[config.mk]
export PLATFORM = sky130hd
export DESIGN_NAME = button_bank_flat
export DESIGN_NICKNAME = d
export VERILOG_FILES = /design/src/rtl/button_pkg.sv /design/src/rtl/button_bank_if.sv /design/src/rtl/button_channel.sv /design/src/rtl/button_bank.sv /design/src/flat_wrapper.sv
export SDC_FILE = /design/constraint.sdc
export NUM_CORES = 1
export LEC_CHECK = 0
export CAP_MARGIN = 20
export CORE_MARGIN = 2
export CORE_UTILIZATION = 40
export CTS_BUF_LIST = sky130_fd_sc_hd__clkbuf_4 sky130_fd_sc_hd__clkbuf_8
export DETAILED_ROUTE_END_ITERATION = 10
export HOLD_SLACK_MARGIN = 0.05
export PLACE_DENSITY = 0.72
export SYNTH_ARGS = -nofsm -noshare
export SYNTH_HDL_FRONTEND = slang
export SYNTH_HIERARCHICAL = 1
export SYNTH_SLANG_ARGS = --single-unit
[constraint.sdc]
create_clock -name clk -period 3.27 [get_ports clk]
set_input_delay 0.4905 -clock clk [delete_from_list [all_inputs] [get_ports clk]]
set_output_delay 0.4905 -clock clk [all_outputs]
set_load 0.005 [all_outputs]
[src/rtl/button_pkg.sv]
// Shared mode encodings for the button bank and its per-channel debouncer.
package button_pkg;

    typedef enum logic [1:0] {
        MODE_LEVEL     = 2'd0,
        MODE_TOG_REL   = 2'd1,
        MODE_TOG_PRESS = 2'd2,
        MODE_LEVEL_ALT = 2'd3
    } mode_e;

    localparam int unsigned MODE_W = 2;

endpackage

[src/rtl/button_bank_if.sv]
// Signal bundle between the button bank and its host; master drives pins/config, slave is the bank.
interface button_bank_if #(
    parameter int unsigned N_CH = 4
);
    logic [N_CH-1:0]   button;
    logic [2*N_CH-1:0] mode;
    logic [N_CH-1:0]   init_status;
    logic              status_load;
    logic [N_CH-1:0]   stable;
    logic [N_CH-1:0]   press_pulse;
    logic [N_CH-1:0]   release_pulse;
    logic [N_CH-1:0]   status;
    logic [N_CH-1:0]   long_pulse;

    modport master (
        output button, mode, init_status, status_load,
        input  stable, press_pulse, release_pulse, status, long_pulse
    );

    modport slave (
        input  button, mode, init_status, status_load,
        output stable, press_pulse, release_pulse, status, long_pulse
    );
endinterface

[src/rtl/button_channel.sv]
// One debounced button channel: synchroniser, debounce counter, edge pulses, mode status.
// Optional long-press detection under BUTTON_LONGPRESS_EN.
module button_channel
    import button_pkg::*;
#(
    parameter int unsigned DEBOUNCE_CYC = 14,
    parameter int unsigned LONG_CYC     = 50000000
) (
    input  logic              clk,
    input  logic              reset_n,
    input  logic              button_i,
    input  logic [MODE_W-1:0] mode_i,
    input  logic              init_status_i,
    input  logic              status_load_i,
    output logic              stable_o,
    output logic              press_pulse_o,
    output logic              release_pulse_o,
    output logic              status_o,
    output logic              long_pulse_o
);
    localparam int unsigned      CNT_W    = $clog2(DEBOUNCE_CYC + 1);
    localparam logic [CNT_W-1:0] CNT_LAST = CNT_W'(DEBOUNCE_CYC - 1);

    logic [1:0]       sync_q;
    logic [CNT_W-1:0] cnt_q, cnt_d;
    logic             stable_q, stable_d, stable_dly_q;
    logic             press_q, press_d, release_q, release_d;
    logic             status_q, status_d;
    logic             suppress_tog;
    mode_e            mode_s;

    always_comb begin
        cnt_d    = '0;
        stable_d = stable_q;
        if (sync_q[1] != stable_q) begin
            if (cnt_q == CNT_LAST) stable_d = sync_q[1];
            else                   cnt_d    = cnt_q + 1'b1;
        end
        // Pulses trail the stable change by one cycle.
        press_d   = stable_q & ~stable_dly_q;
        release_d = ~stable_q & stable_dly_q;

        mode_s   = mode_e'(mode_i);
        status_d = status_q;
        unique case (mode_s)
            MODE_TOG_REL:   if (release_d && !suppress_tog) status_d = ~status_q;
            MODE_TOG_PRESS: if (press_d) status_d = ~status_q;
            default:        status_d = stable_d;
        endcase
        if (status_load_i) status_d = init_status_i;
    end

    always_ff @(posedge clk) begin
        if (!reset_n) begin
            sync_q       <= '0;
            cnt_q        <= '0;
            stable_q     <= 1'b0;
            stable_dly_q <= 1'b0;
            press_q      <= 1'b0;
            release_q    <= 1'b0;
            status_q     <= init_status_i;
        end else begin
            sync_q       <= {sync_q[0], button_i};
            cnt_q        <= cnt_d;
            stable_q     <= stable_d;
            stable_dly_q <= stable_q;
            press_q      <= press_d;
            release_q    <= release_d;
            status_q     <= status_d;
        end
    end

`ifdef BUTTON_LONGPRESS_EN
    localparam int unsigned       HOLD_W   = $clog2(LONG_CYC + 1);
    localparam logic [HOLD_W-1:0] HOLD_MAX = HOLD_W'(LONG_CYC);

    logic [HOLD_W-1:0] hold_q, hold_d;
    logic              long_q, long_d, long_done_q, long_done_d;

    always_comb begin
        hold_d = '0;
        if (stable_q) hold_d = (hold_q == HOLD_MAX) ? hold_q : hold_q + 1'b1;
        long_d = (hold_d == HOLD_MAX) && (hold_q != HOLD_MAX);
        // Remember the long press until its release pulse has been consumed.
        long_done_d = release_d ? 1'b0 : (long_done_q | long_d);
    end

    always_ff @(posedge clk) begin
        if (!reset_n) begin
            hold_q      <= '0;
            long_q      <= 1'b0;
            long_done_q <= 1'b0;
        end else begin
            hold_q      <= hold_d;
            long_q      <= long_d;
            long_done_q <= long_done_d;
        end
    end

    assign suppress_tog = long_done_q;
    assign long_pulse_o = long_q;
`else
    assign suppress_tog = 1'b0;
    assign long_pulse_o = 1'b0;
`endif

    assign stable_o        = stable_q;
    assign press_pulse_o   = press_q;
    assign release_pulse_o = release_q;
    assign status_o        = status_q;
endmodule

[src/rtl/button_bank.sv]
// Bank of N_CH independent debounced buttons with per-channel mode status.
// Long-press detection is compiled in with BUTTON_LONGPRESS_EN.
module button_bank
    import button_pkg::*;
#(
    parameter int unsigned N_CH         = 4,
    parameter int unsigned DEBOUNCE_CYC = 14,
    parameter int unsigned LONG_CYC     = 50000000
) (
    input  logic         clk,
    input  logic         reset_n,
    button_bank_if.slave bus
);
    logic [N_CH-1:0] stable_v, press_v, release_v, status_v, long_v;

    for (genvar i = 0; i < N_CH; i++) begin : g_ch
        button_channel #(
            .DEBOUNCE_CYC (DEBOUNCE_CYC),
            .LONG_CYC     (LONG_CYC)
        ) u_ch (
            .clk             (clk),
            .reset_n         (reset_n),
            .button_i        (bus.button[i]),
            .mode_i          (bus.mode[MODE_W*i +: MODE_W]),
            .init_status_i   (bus.init_status[i]),
            .status_load_i   (bus.status_load),
            .stable_o        (stable_v[i]),
            .press_pulse_o   (press_v[i]),
            .release_pulse_o (release_v[i]),
            .status_o        (status_v[i]),
            .long_pulse_o    (long_v[i])
        );
    end

    assign bus.stable        = stable_v;
    assign bus.press_pulse   = press_v;
    assign bus.release_pulse = release_v;
    assign bus.status        = status_v;
    assign bus.long_pulse    = long_v;
endmodule

[src/flat_wrapper.sv]
// flat-port wrapper written by rule: the top's interface ports become plain ports
module button_bank_flat import button_pkg::*;
#(
    parameter int unsigned N_CH         = 4,
    parameter int unsigned DEBOUNCE_CYC = 14,
    parameter int unsigned LONG_CYC     = 50000000
)
  (clk, reset_n, bus_button, bus_mode, bus_init_status, bus_status_load, bus_stable, bus_press_pulse, bus_release_pulse, bus_status, bus_long_pulse);
  button_bank_if #(.N_CH(N_CH)) bus_i ();
  input  logic clk;
  input  logic reset_n;
  input wire logic [$bits(bus_i.button)-1:0] bus_button;
  input wire logic [$bits(bus_i.mode)-1:0] bus_mode;
  input wire logic [$bits(bus_i.init_status)-1:0] bus_init_status;
  input wire logic [$bits(bus_i.status_load)-1:0] bus_status_load;
  output wire logic [$bits(bus_i.stable)-1:0] bus_stable;
  output wire logic [$bits(bus_i.press_pulse)-1:0] bus_press_pulse;
  output wire logic [$bits(bus_i.release_pulse)-1:0] bus_release_pulse;
  output wire logic [$bits(bus_i.status)-1:0] bus_status;
  output wire logic [$bits(bus_i.long_pulse)-1:0] bus_long_pulse;
  assign bus_i.button = bus_button;
  assign bus_i.mode = bus_mode;
  assign bus_i.init_status = bus_init_status;
  assign bus_i.status_load = bus_status_load;
  assign bus_stable = bus_i.stable;
  assign bus_press_pulse = bus_i.press_pulse;
  assign bus_release_pulse = bus_i.release_pulse;
  assign bus_status = bus_i.status;
  assign bus_long_pulse = bus_i.long_pulse;
  button_bank #(.N_CH(N_CH), .DEBOUNCE_CYC(DEBOUNCE_CYC), .LONG_CYC(LONG_CYC)) u_core (.clk(clk), .reset_n(reset_n), .bus(bus_i));
endmodule
==> impl_metrics.yaml <==
global_routing:
  overflow: 0
  grt_pass1_wl_mm: 5.112
  track_usage: 0.1262
  grt_pass1_vias: 1211
  grt_max_degree: 25
  antenna_found_initial: 0
sta:
  fin_skew_ns: 0.004378
  fin_crit_sh: 0.6099
  setup_viol: 0
  period_minus_slack_ns: 1.994
  worst_pin_slew_ns: 0.7275
  max_freq_ghz: 0.5014
  slew_viol_final: 0
  final_hold_viol_count: 0
  rsz0062_at_grt: "false"
  fin_tns_setup_ns: 0
  max-slew-margin-rel: 0.5135
floorplanning:
  die_height_um: 72.50
  core_mm2: 0.004444
  row_count: 24
  io_pins: 39
  start_util: 0.4223
  die_area_mm2: 0.005256
  die_w_um: 72.50
worst_setup_path:
  slowest_delay_ns: 0.94
  arrival_ns: 2.04
  path_cells: "clkdlybuf4s50_1 -> nand2b_1 -> or3_1"
  crit_fanout: 24
  crit_slowest_cell: "clkdlybuf4s50_1"
  worst-r2r-cell-count: 5
  critPathCaptureType: "register"
  worst_setup_path_start_kind: "primary input"
  crit_buf_inv: 1
  crit_family: "buffers and inverters"
  cp.required_ns: 3.32
  reg2reg_from: "u_core/g_ch[3].u_ch/cnt_q[1]$_SDFF_PP0_"
  rr_endpoint: "u_core/g_ch[3].u_ch/status_o$_DFFE_PP_"
  crit_type: "primary input to register"
  rrSetupSlack_ns: 1.91
cts:
  cts-root-buf: "clkbuf_8"
  cts.clk_slew.worst_paths_ns: 0.08
  clkLatencyLatePin_ns: 0.28
  cts_sinks: 44
  cts_tree: "yes"
  ctsHoldBuffers: 0
  cts_setup_buffers: 0
  htreeDepth: 2
  cts-resized-gates: 0
  clk_path_buf_depth: 2
  cts_buffers: 5
power_and_ir_drop:
  clockPowerShare: 0.406
  p_sw_mw: 0.2079
  p_leak_nw: 1.027
  seq_power_share: 0.521
  internal_power_mw: 0.8706
  powerDensity_mw_per_mm2: 453.4
  netSwitchingFraction: 0.1928
  p_comb_frac: 0.072
  ir_worst_vdd_v: 0.0003755
routing:
  initialDrtViolationCount: 55
  drtAntennaViolNets: 0
  avgRoutedWirePerCell_um: 10.37
  viasPerCell: 4.640
  drt_pass1_iterations: 4
  vias: 1327
  wl_mm: 2.965
  drc: 0
cells_and_area:
  layout_commonest_cell: "dfxtp_1"
  syn2layout_area_growth_pct: 26.73
  layout_common_cells: "dfxtp_1, clkdlybuf4s50_1, nor2_1"
  diodes: 0
  fin_nets: 268
  stdcell_count: 286
  utilization: 0.5352
  fill_cells: 415
  drive_above_1_share: 0.05128
yosys:
  ys_async_sr_fraction: 0
  synth_top_area_frac: 0.4267
  ys_seq_area_frac: 0.4907
  ys_ff_latch: 44
  yosys_most_used_dff: "dfxtp_1"
  synth_cell_types: 22
  synthTopCellsByArea: "dfxtp_1, ha_1, edfxtp_1, nor2_1, inv_1"
  syn_inst: 196
  synth_top_area_cell: "dfxtp_1"
  synth_nets: 231
  yosys_warnings: 6
  synth_edf_count: 4
  avgSynthCellArea_um2: 9.576
  netlist_area_mm2: 0.001877
placed_design:
  hpwl_mm: 2.200
  place_inst: 278
  routabilityCongestion: 0.7464
  portBuffers: 34
outcome:
  status: "complete, no violations"
min_path:
  hold_class: "register to register"
  hp-start: "u_core/g_ch[2].u_ch/sync_q[0]$_SDFF_PN0_"
  hold_depth: 1
  holdPathEnd: "u_core/g_ch[2].u_ch/sync_q[1]$_SDFF_PN0_"
flow_run:
  drv_cap: 0
-- Yosys cell counts (8+ instances only) --
cell,number
a21oi_1,8
and2_1,8
dfxtp_1,40
nand3_1,12
ha_1,16
xor2_1,8
nand2b_1,8
inv_1,20
nor2_1,24
-- through the flow --
step	hold WS [ns]	instance area (um2)	power, mW	setup slack [ns]
floorplan	0.4118	1877	0.6105	1.967
global placement	0.4141	2252	0.6516	1.009
detailed placement	0.4179	2252	0.6533	0.9572
CTS	0.4379	2379	1.096	1.263
global route	0.4546	2379	1.136	1.160
finish	0.4357	2379	1.078	1.276
-- cell type report --
class | instances | area (um2) | area share
Clock buffer | 7 | 96.34 | 0.04051
Clock inverter | 1 | 30.03 | 0.01262
Inverter | 20 | 75.07 | 0.03156
Multi-Input combinational cell | 128 | 850.8 | 0.3577
Sequential cell | 44 | 920.9 | 0.3872
Tap cell | 52 | 65.06 | 0.02735
Timing Repair Buffer | 34 | 340.3 | 0.1431
-- logic make-up after synthesis --
logic type	after synthesis	share of synthesized area
other	4	0.007998
buffers and inverters	24	0.05600
adders and majority gates	16	0.1067
and+or+nand+nor	76	0.2187
xor gates and xnor gates	12	0.05600
DFF	44	0.4907
AOI/OAI and AO/OA	20	0.06400
-- how the worst max path moves through the flow --
stage	start	endpoint	slack (ns)	cells after the start
2_1_floorplan	bus_mode[0]	u_core/g_ch[0].u_ch/status_o$_DFFE_PP_	1.97	5
3_3_place_gp	reset_n	u_core/g_ch[2].u_ch/status_o$_DFFE_PP_	1.01	3
3_5_place_dp	reset_n	u_core/g_ch[1].u_ch/status_o$_DFFE_PP_	0.96	3
4_1_cts	reset_n	u_core/g_ch[0].u_ch/status_o$_DFFE_PP_	1.26	3
5_1_grt	reset_n	u_core/g_ch[0].u_ch/status_o$_DFFE_PP_	1.16	3
6_report	reset_n	u_core/g_ch[1].u_ch/status_o$_DFFE_PP_	1.28	3
-- worst reg2reg max path, cell delays in order (launching register included) --
cell,delay (ns)
dfxtp_1,0.35
inv_1,0.05
ha_1,0.18
and4_1,0.21
a211oi_1,0.22
o21ai_1,0.10
-- power groups by stage --
| stage | sequential, mW | clock [mW] | combinational, mW |
|---|---|---|---|
| global route | 0.564 | 0.484 | 0.0884 |
| floorplan | 0.574 | 0 | 0.0364 |
| detailed placement | 0.575 | 0 | 0.0783 |
| CTS | 0.562 | 0.455 | 0.0792 |
| finish | 0.562 | 0.438 | 0.0781 |
| global placement | 0.575 | 0 | 0.0770 |
-- flip-flops by register name, summed over array words and instances (netlist names) --
register and flops:
u_core/g_ch.u_ch/cnt_q 16, u_core/g_ch.u_ch/press_pulse_o 4, u_core/g_ch.u_ch/release_pulse_o 4, u_core/g_ch.u_ch/stable_dly_q 4, u_core/g_ch.u_ch/stable_o 4, u_core/g_ch.u_ch/status_o 4
u_core/g_ch.u_ch/sync_q 8
-- layer usage --
layer  global-route usage  vias up  wire length (um)
met5                    0        -                 0
met4              0.04733        0                38
met3              0.05000        4               155
met2               0.1957       32              1281
met1               0.1589      591              1489
li1                     -      700                 -
No activity file was read; power rests on OpenSTA's default activity.
